### config.mk
export PLATFORM = sky130hd
export DESIGN_NAME = multi_clock_divider
export DESIGN_NICKNAME = d
export VERILOG_FILES = /design/src/rtl/clkdiv_pkg.sv /design/src/rtl/clkdiv_channel.sv /design/src/rtl/multi_clock_divider.sv
export SDC_FILE = /design/constraint.sdc
export NUM_CORES = 1
export LEC_CHECK = 0
export CAP_MARGIN = 20
export CORE_ASPECT_RATIO = 0.6
export CORE_MARGIN = 3
export CORE_UTILIZATION = 64
export DETAILED_ROUTE_END_ITERATION = 16
export GPL_TIMING_DRIVEN = 0
export PLACE_DENSITY_LB_ADDON = 0.2
export SYNTH_ARGS = -nofsm -noshare
export SYNTH_HDL_FRONTEND = slang
export SYNTH_SLANG_ARGS = --single-unit
### constraint.sdc
create_clock -name clk_in -period 11 [get_ports clk_in]
set_input_delay 2.2 -clock clk_in [delete_from_list [all_inputs] [get_ports clk_in]]
set_output_delay 2.2 -clock clk_in [all_outputs]
set_load 0.02 [all_outputs]
### src/rtl/clkdiv_pkg.sv
// Shared constants and helpers for the multi-channel clock-enable generator.
// Divisor constants assume the 100 MHz board clock.
package clkdiv_pkg;

    localparam int unsigned CLK_FREQ_HZ = 100_000_000;
    localparam int unsigned DIV_1KHZ    = 100_000;
    localparam int unsigned DIV_100HZ   = 1_000_000;
    localparam int unsigned DIV_10HZ    = 10_000_000;
    localparam int unsigned DIV_1HZ     = 100_000_000;

    // Number of bits needed to index 'value' distinct items.
    function automatic int clog2(input int unsigned value);
        int          result;
        int unsigned v;
        result = 0;
        v      = (value > 0) ? value - 1 : 0;
        while (v != 0) begin
            result = result + 1;
            v      = v >> 1;
        end
        return result;
    endfunction

endpackage

### src/rtl/clkdiv_channel.sv
// One divider channel: free-running counter with a 1-cycle tick and a square enable.
// A newly written divisor waits in pend_div until the current period ends.
module clkdiv_channel
    import clkdiv_pkg::*;
#(
    parameter int          DIV_W   = 27,
    parameter int unsigned DEF_DIV = DIV_1KHZ
)(
    input  logic             clk_in,
    input  logic             rst,
    input  logic             en,
    input  logic             sync,
    input  logic             wr,
    input  logic [DIV_W-1:0] wr_div,
    output logic             pend,
    output logic             tick,
    output logic             clk
);

    localparam logic [DIV_W-1:0] DEF_D = DIV_W'(DEF_DIV);
    localparam logic [DIV_W-1:0] ONE   = DIV_W'(1);

    logic [DIV_W-1:0] r_cnt;
    logic [DIV_W-1:0] r_act_div;
    logic [DIV_W-1:0] r_pend_div;
    logic             r_pend;
    logic             r_tick;
    logic             r_clk;

    logic             w_run;
    logic             w_wrap;
    logic             w_apply;
    logic [DIV_W-1:0] w_half;
    logic [DIV_W-1:0] w_cnt_inc;

    // D-1 is only meaningful while running, so the wrap compare is gated by w_run.
    assign w_run     = en && (r_act_div != '0);
    assign w_wrap    = w_run && (r_cnt == (r_act_div - ONE));
    assign w_apply   = r_pend && (sync || !w_run || w_wrap);
    assign w_half    = (r_act_div >> 1) + {{(DIV_W-1){1'b0}}, r_act_div[0]};
    assign w_cnt_inc = r_cnt + ONE;

    // Staged divisor carries no reset: it is only consumed while r_pend is set.
    always_ff @(posedge clk_in) begin
        if (wr) begin
            r_pend_div <= wr_div;
        end
    end

    always_ff @(posedge clk_in or posedge rst) begin
        if (rst) begin
            r_cnt     <= '0;
            r_act_div <= DEF_D;
            r_pend    <= 1'b0;
            r_tick    <= 1'b0;
            r_clk     <= 1'b0;
        end else begin
            if (w_apply) begin
                r_act_div <= r_pend_div;
            end
            // A write on an apply edge re-arms pending with the newly written value.
            if (wr) begin
                r_pend <= 1'b1;
            end else if (w_apply) begin
                r_pend <= 1'b0;
            end

            if (sync || !w_run) begin
                r_cnt  <= '0;
                r_tick <= 1'b0;
                r_clk  <= 1'b0;
            end else if (w_wrap) begin
                r_cnt  <= '0;
                r_tick <= 1'b1;
                r_clk  <= 1'b1;
            end else begin
                r_cnt  <= w_cnt_inc;
                r_tick <= 1'b0;
                r_clk  <= r_clk && (w_cnt_inc < w_half);
            end
        end
    end

    assign pend = r_pend;
    assign tick = r_tick;
    assign clk  = r_clk;

endmodule

### src/rtl/multi_clock_divider.sv
// N-channel clock-enable generator with a shared configuration port and global sync.
// Writes addressed beyond the last channel match no decoder line and are dropped.
module multi_clock_divider
    import clkdiv_pkg::*;
#(
    parameter int          NUM_CH  = 4,
    parameter int          DIV_W   = 27,
    parameter int unsigned DEF_DIV = DIV_1KHZ,
    localparam int         CH_W    = clog2((NUM_CH > 2) ? NUM_CH : 2)
)(
    input  logic              clk_in,
    input  logic              rst,
    input  logic [NUM_CH-1:0] en_i,
    input  logic              sync_i,
    input  logic              cfg_we,
    input  logic [CH_W-1:0]   cfg_ch,
    input  logic [DIV_W-1:0]  cfg_div,
    output logic [NUM_CH-1:0] cfg_pend,
    output logic [NUM_CH-1:0] tick_o,
    output logic [NUM_CH-1:0] clk_o
);

    logic [NUM_CH-1:0] w_wr;

    for (genvar gi = 0; gi < NUM_CH; gi++) begin : g_ch
        assign w_wr[gi] = cfg_we && (cfg_ch == CH_W'(gi));

        clkdiv_channel #(
            .DIV_W   (DIV_W),
            .DEF_DIV (DEF_DIV)
        ) u_ch (
            .clk_in (clk_in),
            .rst    (rst),
            .en     (en_i[gi]),
            .sync   (sync_i),
            .wr     (w_wr[gi]),
            .wr_div (cfg_div),
            .pend   (cfg_pend[gi]),
            .tick   (tick_o[gi]),
            .clk    (clk_o[gi])
        );
    end

endmodule

; ---- Word-level counts from Yosys, hierarchy flattened
; Cells that the tools add are included.
[word_totals]
in_bits = 37
elab_cells = 120
ff_bits = 336
[op_classes]
mux = 32
eq_ne = 7
addsub = 12
order_cmp = 4
n_reduce_logical = 41
[op_table]
columns = op, n
row1 = 27-bit 2-to-1 mux, 8
row2 = 26-bit by 1-bit adder with 27-bit output, 4
row3 = 27-bit by 1-bit adder with 27-bit output (second input constant), 4
row4 = 27-bit == test, 4
row5 = 27-bit less-than comparator, 4
row6 = 27-bit nonzero test, 4
row7 = 27-bit by 1-bit subtractor with 27-bit output (second input constant), 4
row8 = 1-bit 2-to-1 mux, 24
row9 = 1-bit logical AND, 20
row10 = 1-bit logical OR, 8
row11 = 2-bit nonzero test, 4
row12 = 2-bit == test (second input constant), 2
row13 = 1-bit logical NOT, 4
row14 = 2-bit by 1-bit == test with 1-bit output (second input constant), 1
row15 = 2-bit logical NOT, 1

; ---- Longest topological paths before layout
[depth]
ltp_word = 8
depth_mapped = 17
mapped_depth_nobuf = 17

; ---- Modules after synthesis
; A second synthesis with hierarchy kept.
[hier_totals]
cells_unflattened = 2756
hier_area_um2 = 26603.0
[modules_own_cells]
columns = mod, instances, cells_each, area_per_inst_um2
row1 = clkdiv_channel, 4, 688, 6641.4
row2 = multi_clock_divider, 1, 4, 37.5

; ---- Worst setup path before layout
; Ideal clock, no wire load.
[synth_path]
path_type = input to register
start = input cfg_ch[1]
end = register g_ch[0].u_ch.r_pend_div[0], enable pin
path_buffers = 0
setup_time_ns = 0.454
path_slack_ns = 6.250
arrival_ns = 4.296
path_stages = 1
t_required_ns = 10.546
path_cell_list = nor3b_1
[synth_via]
elab_chain_len = 2
[synth_rtl]
columns = item, line_no
row1 = start: declaration, multi_clock_divider.sv:16  ; input logic [CH_W-1:0] cfg_ch,
row2 = 2-bit logical NOT, multi_clock_divider.sv:26  ; assign w_wr[gi] = cfg_we && (cfg_ch == CH_W'(gi));
row3 = 1-bit logical AND, multi_clock_divider.sv:26
row4 = end signal: assignment, clkdiv_channel.sv:46  ; r_pend_div <= wr_div;
row5 = end: declaration, clkdiv_channel.sv:25  ; logic [DIV_W-1:0] r_pend_div;
; Every way passes these cells.
; A chain may end at the register's enable or synchronous reset.

; ---- Worst setup path in the final report
[layout_path]
start = input en_i[3]
end = register g_ch[3].u_ch.r_act_div[4]
[layout_via]
elab_chain_len = 5
word_cells_on_any_way = 6
classes_between = reduce/logical (6)
[layout_rtl]
columns = item, line_no
row1 = start: declaration, multi_clock_divider.sv:13  ; input logic [NUM_CH-1:0] en_i,
row2 = 1-bit logical AND *, clkdiv_channel.sv:37  ; assign w_run = en && (r_act_div != '0);
row3 = 1-bit logical NOT, clkdiv_channel.sv:39  ; assign w_apply = r_pend && (sync || !w_run || w_wrap);
row4 = 1-bit logical OR, clkdiv_channel.sv:39
row5 = 1-bit logical OR *, clkdiv_channel.sv:39
row6 = 1-bit logical AND *, clkdiv_channel.sv:39
row7 = end signal: assignment, clkdiv_channel.sv:59  ; r_act_div <= r_pend_div;
row8 = end: declaration, clkdiv_channel.sv:24  ; logic [DIV_W-1:0] r_act_div;
; Mark *: on every way between the ends. The rest lies on a longest branch, timed or not.

==> flow_metrics.tcl <==
set metrics [dict create \
    via_per_inst 6.62 \
    crit_type "in -> reg" \
    antenna_cells 0 \
    pre_cts_ws_ns 5.34 \
    hold_viol 0 \
    dieWidth_um 249 \
    synth-edff-count 108 \
    critPathLaunchType "input port" \
    r2r_end "g_ch[3].u_ch.r_act_div[4]" \
    antenna_found_initial 1 \
    rrSetupSlack_ns 6.08 \
    synth_cell_types 85 \
    crit_end "g_ch[3].u_ch.r_act_div[4]" \
    p_sw_frac 0.337 \
    cts_hold_buf 0 \
    syn_to_final_growth_pct 10.2 \
    power_frac_clock 0.319 \
    grt_max_degree 124 \
    maxCapViolations 0 \
    dr.pass1.iters 8 \
    num_vias 19600 \
    fmax_mhz 194 \
    fin_area_um2 25000 \
    post_cts_buffers 0 \
    clock_path_buffers 3 \
    cpPeakStageDelay_ns 0.73 \
    final.min_clock_period_ns 5.15 \
    cp.arrival_ns 5.57 \
    crit_start "en_i[3]" \
    worst_path_max_delay_cell "nor4_1" \
    finalWirelength_um 65000 \
    grt_pass1_wl_um 103000 \
    synthesis.area_um2 22700 \
    path_cells "clkdlybuf4s50_1 -> o31ai_1 -> a211oi_1 -> or4b_1 -> nor4_1 -> o21ai_1 -> clkbuf_1 -> mux2_1" \
    syn_nets 2536 \
    worst_ep_required_time_ns 11.42 \
    num_io_pins 49 \
    hold_start "g_ch[3].u_ch.r_pend_div[3]" \
    num_rows 52 \
    dpl_cell_area_um2 23800 \
    layout_commonest_cell "dfrtp_1" \
    postSynthAreaPerCell_um2 9.55 \
    final_cell_mix "dfrtp_1, xnor2_1, clkbuf_1, nand3_1, xor2_1" \
    clock_skew_ns 0.0156 \
    yosys_register_bits 336 \
    start_util 0.662 \
    cts_htree_levels 2 \
    hpwl_um 47900 \
    gp_congestion 0.957 \
    antenna_left 0 \
    critPathMaxFanout 10 \
    fillers 2531 \
    pwr-share-comb 0.286 \
    crit_path_end_kind "register" \
    coreArea_um2 34300 \
    worst_r2r_path_depth 11 \
    drcViolationCount 0 \
    min_path_type "reg -> reg" \
    seq_power_share 0.395 \
    r2r-start "g_ch[3].u_ch.r_act_div[5]" \
    fin_nets 2627 \
    hold_slack_ns 0.457 \
    ir_drop_mv 0.159 \
    power_density_nw_per_um2 151 \
    grt_use_total 0.339 \
    fin_ws_ns 5.85 \
    internal-power_uw 2510 \
    first_global_vias 18400 \
    cts_root_buf "clkbuf_16" \
    grt.overflow.total 0 \
    drtIter0Drc 2436 \
    io_buffers 48 \
    numCtsBuffers 34 \
    cts_tree "done" \
    ys_seq_area_frac 0.396 \
    cts_sinks 336 \
    cts_resized 0 \
    p_sw_uw 1280 \
    worst_pin_slew_ns 0.958 \
    drive_gt1_frac 0.0670 \
    slew_headroom 0.355 \
    setup_viol 0 \
    rsz0062_at_grt "false" \
    synth_top_flop_cell "dfrtp_1" \
    die_h_um 152 \
    yosysWarnings 0 \
    insertion_delay_ns 0.54 \
    wl_per_cell_um 22.0 \
    synthArstFlopShare 0.679 \
    p_leak_uw 0.00999 \
    path_clk_slew_ns 0.06 \
    drv_slew 0 \
    outcome "finished, final reports clean" \
    power_uw 3780 \
    synth_cells 2375 \
    dieArea_um2 37800 \
    fin_crit_sh 0.469 \
]
[worst max-delay path: cells and delay by family]
| family | cells | cell delay, ns |
|---|---|---|
| AND/OR/NAND/NOR | 2 | 1.19 |
| buffers and inverters | 2 | 0.95 |
| AO/OA/AOI/OAI | 3 | 0.81 |
| multiplexers | 1 | 0.42 |
[cells by family (layout without fill, tap and decap cells)]
group / Yosys count / in the layout / synth area share
AO/OA/AOI/OAI: 374 / 374 / 0.122
AND/OR/NAND/NOR: 920 / 920 / 0.222
buffers and inverters: 257 / 374 / 0.0470
adder cells (fa/ha/maj): 124 / 124 / 0.0684
XOR/XNOR: 329 / 329 / 0.127
flip-flops: 336 / 336 / 0.396
multiplexers: 35 / 35 / 0.0172
[Yosys cell counts, types with 16 or more instances]
cell type  instances  share of area
o311ai_0          31          0.012
a211oi_1          17         0.0056
xor2_1           131          0.051
mux2_2            24          0.012
xnor2_1          198          0.076
nand4_1           75          0.021
or4_1             17         0.0056
or3_1             20         0.0055
a32o_1            54          0.024
o21ai_0           37         0.0082
nor2b_1           63          0.017
o22ai_1           33         0.0091
nor4_1            34         0.0094
dfstp_2           24          0.028
clkbuf_1         145          0.024
nand2_1          126          0.021
and4_1            16         0.0062
a21o_1            26         0.0086
and3_1            67          0.018
inv_1             68          0.011
a21oi_1           42         0.0093
and2_1            85          0.023
dfrtp_1          204           0.23
nor3_1            77          0.017
ha_1             124          0.068
a31oi_1           37          0.010
nand3_1          143          0.032
edfxtp_1         108           0.14
nor2_1           131          0.022
[power groups by stage]
stage / Clock, uW / Sequential, uW / Combinational, uW
after floorplan: 0 / 1480 / 772
after global routing: 1270 / 1500 / 1180
after CTS: 1220 / 1490 / 1050
after detailed placement: 0 / 1510 / 1040
final: 1210 / 1490 / 1080
after global placement: 0 / 1510 / 1000
[metrics by stage]
stage / cells / utilization / setup TNS [ns]
detailed placement: 2888 / 0.695 / 0
finish: 2951 / 0.729 / 0
global placement: 2882 / 0.692 / -118.96
floorplan: 2375 / - / 0
CTS: 2950 / 0.728 / 0
global route: 2951 / 0.729 / 0
[sequential cells by signal, summed over array words and instances (netlist names)]
register	flops
g_ch.u_ch.tick	4
g_ch.u_ch.pend	4
g_ch.u_ch.r_act_div	108
g_ch.u_ch.r_cnt	108
g_ch.u_ch.r_pend_div	108
g_ch.u_ch.clk	4
[metal layers]
layer,vias up,GRT usage,share of wire
li1,8858,-,-
met1,9490,0.532,0.45
met2,1057,0.475,0.41
met3,145,0.0769,0.11
met4,0,0.0792,0.025
met5,-,0,0
[area by class of cell]
class	count	area (um^2)	share of cell area
sequential	336	8980	0.359
multi-input combinational	1782	12600	0.506
clock buffer	46	957	0.0383
tap	459	574	0.0230
inverter	69	267	0.0107
timing repair buffer	55	577	0.0231
buffer	188	807	0.0323
clock inverter	16	183	0.00731
[worst min-delay path by stage]
stage,slack [ns],depth (start not counted),to
final,0.46,1,g_ch[3].u_ch.r_act_div[3]
after global routing,0.46,1,g_ch[3].u_ch.r_act_div[5]
after CTS,0.46,1,g_ch[3].u_ch.r_act_div[3]
after detailed placement,0.45,1,g_ch[3].u_ch.r_act_div[5]
after global placement,0.44,1,g_ch[3].u_ch.r_act_div[3]
after floorplan,0.43,1,g_ch[3].u_ch.r_act_div[3]
Note: power is estimated with default switching activity, not from simulation.
